File: src/rtl/soc_periph_addr_decoder.sv
// Request decode stage in front of the SoC peripheral crossbar: registers one request,
// tags it with its slave index, forwards hits and retires misses locally with DECERR.
module soc_periph_addr_decoder #(
  parameter int unsigned          AddrWidth = 64,
  parameter int unsigned          IdWidth   = 5,
  parameter int unsigned          DataWidth = 64,
  parameter logic [DataWidth-1:0] ErrData   = DataWidth'(64'h0000_0000_BADC_AB1E),
  parameter int unsigned          CntWidth  = 16
) (
  input  logic                 clk_i,
  input  logic                 rst_i,
  input  logic                 clr_i,
  input  logic                 req_valid_i,
  output logic                 req_ready_o,
  input  logic [AddrWidth-1:0] req_addr_i,
  input  logic                 req_write_i,
  input  logic [IdWidth-1:0]   req_id_i,
  output logic                 mst_valid_o,
  input  logic                 mst_ready_i,
  output logic [AddrWidth-1:0] mst_addr_o,
  output logic                 mst_write_o,
  output logic [IdWidth-1:0]   mst_id_o,
  output logic [3:0]           mst_idx_o,
  output logic                 rsp_valid_o,
  input  logic                 rsp_ready_i,
  output logic [IdWidth-1:0]   rsp_id_o,
  output logic                 rsp_write_o,
  output logic [1:0]           rsp_resp_o,
  output logic [DataWidth-1:0] rsp_data_o,
  output logic [CntWidth-1:0]  err_cnt_o,
  output logic [AddrWidth-1:0] err_addr_o
);

  localparam int unsigned NumRules = 13;
  localparam int unsigned IdxWidth = 4;
  localparam int unsigned MapWidth = 64;

  localparam logic [MapWidth-1:0] RuleBase [NumRules] = '{
    64'h0000_0000, 64'h0001_0000, 64'h0200_0000, 64'h0C00_0000, 64'h1000_0000,
    64'h1C00_0000, 64'h1A10_0000, 64'h1800_0000, 64'h2000_0000, 64'h3000_0000,
    64'h4000_0000, 64'h1040_0000, 64'h8000_0000
  };
  localparam logic [MapWidth-1:0] RuleLen [NumRules] = '{
    64'h0000_1000, 64'h0001_0000, 64'h000C_0000, 64'h03FF_FFFF, 64'h0040_0000,
    64'h0001_0000, 64'h0012_3000, 64'h0000_1000, 64'h0080_0000, 64'h0001_0000,
    64'h0000_1000, 64'h0010_0000, 64'h2000_0000
  };

  typedef enum logic [1:0] {
    ST_EMPTY,
    ST_HIT,
    ST_MISS
  } state_e;

  state_e                 state_q, state_d;
  logic [AddrWidth-1:0]   addr_q, addr_d;
  logic                   write_q, write_d;
  logic [IdWidth-1:0]     id_q, id_d;
  logic [IdxWidth-1:0]    idx_q, idx_d;
  logic [DataWidth-1:0]   data_q, data_d;
  logic [CntWidth-1:0]    err_cnt_q, err_cnt_d;
  logic [AddrWidth-1:0]   err_addr_q, err_addr_d;

  logic [MapWidth-1:0]    dec_addr;
  logic                   dec_hit;
  logic [IdxWidth-1:0]    dec_idx;
  logic                   mst_hs;
  logic                   rsp_hs;
  logic                   accept;

  // Range decode over the full address; rules never overlap, so at most one matches.
  always_comb begin
    dec_addr = MapWidth'(req_addr_i);
    dec_hit  = 1'b0;
    dec_idx  = '0;
    for (int unsigned i = 0; i < NumRules; i++) begin
      if ((dec_addr >= RuleBase[i]) && (dec_addr < (RuleBase[i] + RuleLen[i]))) begin
        dec_hit = 1'b1;
        dec_idx = IdxWidth'(i);
      end
    end
  end

  assign mst_hs      = (state_q == ST_HIT) && mst_ready_i;
  assign rsp_hs      = (state_q == ST_MISS) && rsp_ready_i;
  assign req_ready_o = !rst_i && ((state_q == ST_EMPTY) || mst_hs || rsp_hs);
  assign accept      = req_valid_i && req_ready_o;

  // Slot control: drain and refill may happen in the same cycle.
  always_comb begin
    state_d    = state_q;
    addr_d     = addr_q;
    write_d    = write_q;
    id_d       = id_q;
    idx_d      = idx_q;
    data_d     = data_q;
    err_cnt_d  = err_cnt_q;
    err_addr_d = err_addr_q;

    if (mst_hs || rsp_hs) begin
      state_d = ST_EMPTY;
    end

    if (accept) begin
      state_d = dec_hit ? ST_HIT : ST_MISS;
      addr_d  = req_addr_i;
      write_d = req_write_i;
      id_d    = req_id_i;
      idx_d   = dec_hit ? dec_idx : '0;
      data_d  = (!dec_hit && !req_write_i) ? ErrData : '0;
      if (!dec_hit) begin
        err_addr_d = req_addr_i;
      end
    end

    if (rsp_hs && (err_cnt_q != {CntWidth{1'b1}})) begin
      err_cnt_d = err_cnt_q + CntWidth'(1);
    end

    if (clr_i) begin
      err_cnt_d  = '0;
      err_addr_d = '0;
    end
  end

  always_ff @(posedge clk_i or posedge rst_i) begin
    if (rst_i) begin
      state_q    <= ST_EMPTY;
      addr_q     <= '0;
      write_q    <= 1'b0;
      id_q       <= '0;
      idx_q      <= '0;
      data_q     <= '0;
      err_cnt_q  <= '0;
      err_addr_q <= '0;
    end else begin
      state_q    <= state_d;
      addr_q     <= addr_d;
      write_q    <= write_d;
      id_q       <= id_d;
      idx_q      <= idx_d;
      data_q     <= data_d;
      err_cnt_q  <= err_cnt_d;
      err_addr_q <= err_addr_d;
    end
  end

  assign mst_valid_o = (state_q == ST_HIT);
  assign mst_addr_o  = addr_q;
  assign mst_write_o = write_q;
  assign mst_id_o    = id_q;
  assign mst_idx_o   = idx_q;

  assign rsp_valid_o = (state_q == ST_MISS);
  assign rsp_id_o    = id_q;
  assign rsp_write_o = write_q;
  assign rsp_resp_o  = 2'b11;
  assign rsp_data_o  = data_q;

  assign err_cnt_o   = err_cnt_q;
  assign err_addr_o  = err_addr_q;

endmodule

File: config.mk
export PLATFORM = sky130hd
export DESIGN_NAME = soc_periph_addr_decoder
export DESIGN_NICKNAME = d
export VERILOG_FILES = /design/src/rtl/soc_periph_addr_decoder.sv
export SDC_FILE = /design/constraint.sdc
export NUM_CORES = 1
export LEC_CHECK = 0
export ABC_AREA = 0
export BUFFER_PORTS_ARGS = -buffer_cell sky130_fd_sc_hd__buf_2
export CAP_MARGIN = 20
export CELL_PAD_IN_SITES_DETAIL_PLACEMENT = 0
export CELL_PAD_IN_SITES_GLOBAL_PLACEMENT = 1
export CORE_ASPECT_RATIO = 0.9
export CORE_MARGIN = 1.5
export CORE_UTILIZATION = 35
export DETAILED_ROUTE_END_ITERATION = 7
export PLACE_DENSITY_LB_ADDON = 0.1
export SLEW_MARGIN = 20
export SYNTH_ARGS = -nofsm -noshare
export SYNTH_HDL_FRONTEND = slang
export SYNTH_SLANG_ARGS = --single-unit
export TNS_END_PERCENT = 10
File: constraint.sdc
create_clock -name clk_i -period 6.9 [get_ports clk_i]
set_clock_uncertainty 0.05 [all_clocks]
set_input_delay 0.69 -clock clk_i [delete_from_list [all_inputs] [get_ports clk_i]]
set_output_delay 0.69 -clock clk_i [all_outputs]
set_load 0.05 [all_outputs]
==> results_dict.tcl <==
set metrics [dict create \
    ys_seq_elements 157 \
    io_buffer_count 257 \
    worstPathMaxFanout 32 \
    dp_cells 1290 \
    synth_cell_type_count 49 \
    gp_congestion 0.824 \
    maxCapViolations 0 \
    max_slew_margin_pct 25.8 \
    cp.arrival_ns 4.13 \
    gr-usage-all-layers_pct 19.8 \
    cp-start-kind "input port" \
    fp-row-count 51 \
    grt_overflow_total 0 \
    routedWlPerCell_um 17.1 \
    synth_most_common_cell "nand2_1" \
    routed_via_density 4.68 \
    hpwl_um 15600 \
    cts.clk_slew.worst_paths_ns 0.06 \
    design_area_mm2 0.00946 \
    route.detailed.drc 0 \
    synth_commonest_cells "222 x nand2_1, 157 x dfrtp_1, 84 x nand2b_1" \
    post_cts_buffers 0 \
    power.density_mw_per_mm2 298 \
    clk_latency_ns 0.42 \
    layout.cells.non_filler 1322 \
    synthFlopType "dfrtp_1" \
    synthesis.area_mm2 0.00772 \
    yosysSeqAreaShare_pct 50.9 \
    htreeDepth 4 \
    hold_path.class "in2async" \
    post_cts_resized 0 \
    grt_pass1_wl_um 34700 \
    numClockSinks 157 \
    crit_required_ns 7.19 \
    drtIter0Drc 308 \
    rsz0062_at_grt "false" \
    die_w_um 160 \
    start_util_pct 35.7 \
    boundaryPins 305 \
    synth_cells 811 \
    insertedDiodeCount 0 \
    vias 6181 \
    hold_buffers 0 \
    p_leak_nw 4.91 \
    async_flop_share_pct 100 \
    place_ws_ns 2.60 \
    fin_crit_ns 3.84 \
    cts_buffer_depth 2 \
    synth_edf_count 0 \
    syn_area_per_cell_um2 9.52 \
    cts_buffers 17 \
    design.die.area_mm2 0.0230 \
    yosys-top-cells-area "dfrtp_1 51%, nand2_1 11%, buf_4 7.0%" \
    hold_viol 0 \
    ys.warnings.count 0 \
    coreArea_mm2 0.0216 \
    slew_violations 0 \
    timing.final.crit_share_pct 55.7 \
    nets 1095 \
    cts_tree "yes" \
    die_h_um 144 \
    cts-root-buf "clkbuf_16" \
    status "complete, no violations" \
    tightest_slew_ns 1.11 \
    ir_drop_mv 0.138 \
    layout_setup_ws_ns 3.06 \
    critPathKind "in2reg" \
    finalWirelength_um 22700 \
    placed_cell_area_mm2 0.00885 \
    syn_to_final_growth_pct 22.5 \
    yosys.area.top_type "dfrtp_1" \
    firstDrtPassIters 4 \
    grt_pass1_vias 5976 \
    setup_viol 0 \
    synth_top_area_share_pct 50.9 \
    cp-end-kind "flip-flop" \
    max_freq_mhz 260 \
    postLayoutCoreUtil_pct 43.7 \
    final_antenna_net_count 0 \
    power_mw 2.82 \
    layout-drive-gt1-share_pct 29.3 \
    grt_max_degree 85 \
    antenna_found_initial 0 \
    holdWs_ns 0.364 \
    tns_ns 0 \
]
-- final cells by class --
type | count | area (um^2)
Clock inverter | 12 | 161
Clock buffer | 20 | 447
Fill cell | 2226 | 12200
Multi-Input combinational cell | 576 | 3200
Timing Repair Buffer | 263 | 1330
Tap cell | 291 | 364
Sequential cell | 157 | 3930
Inverter | 3 | 16.3
-- logic make-up after synthesis --
logic type	count (synthesis)	synth area share [%]
AND/OR/NAND/NOR	404	25.3
flip-flops	157	50.9
buffers and inverters	123	10.0
AO/OA/AOI/OAI	75	7.44
multiplexers	33	4.28
XOR/XNOR	16	1.82
other	2	0.0973
adder cells (fa/ha/maj)	1	0.162
-- flip-flops by register name, indices dropped and copies added (netlist names) --
| register | count |
|---|---|
| mst_idx_o | 4 |
| mst_write_o | 1 |
| err_addr_o | 64 |
| mst_addr_o | 64 |
| mst_id_o | 5 |
| rsp_data_o | 1 |
| err_cnt_o | 16 |
| state_q | 2 |
-- power by group --
part | total, mW | switching [mW] | internal [mW]
Clock | 0.975 | 0.392 | 0.584
Sequential | 1.05 | 0.0480 | 1.01
Combinational | 0.788 | 0.637 | 0.151
Total | 2.82 | 1.08 | 1.74
-- routing by layer --
metal | vias to the layer above | GRT usage (%) | routed length [um]
met3 | 18 | 5.92 | 1370
met5 | - | 0 | 0
met2 | 202 | 30.1 | 10100
li1 | 3002 | - | -
met1 | 2959 | 27.1 | 10900
met4 | 0 | 5.71 | 296
-- layout by cell type, fill, tap and decap left out, drive strengths merged, types with 10 or more instances in the layout --
cell	instances
nand4	12
buf	263
xor2	14
nor4	15
nand2b	84
conb	47
dfrtp	157
nand3	10
o2bb2ai	18
a21oi	17
nor2	24
o41ai	15
clkbuf	20
mux2i	33
nand2	222
-- critical path, stage by stage --
cell and delay [ns]:
buf_2 0.20, nand4_1 0.18, nor4_1 0.34, a211oi_1 0.19, o41a_1 0.67, nor4_4 0.93, buf_4 0.63, mux2i_1 0.24
-- worst paths after layout --
check	slack, ns	end	start	depth (start not counted)
hold reg to reg	0.42	mst_addr_o[37]	mst_addr_o[37]	2
min in group clk_i	0.41	mst_id_o[4]	req_id_i[4]	3
setup / recovery	3.06	err_addr_o[20]	req_addr_i[25]	8
max in group asynchronous	4.97	err_addr_o[60]	rst_i	3
setup reg to reg	3.66	err_addr_o[20]	state_q[1]	6
hold / removal	0.36	err_cnt_o[15]	rst_i	2
Power figures use the tool's default switching activity.
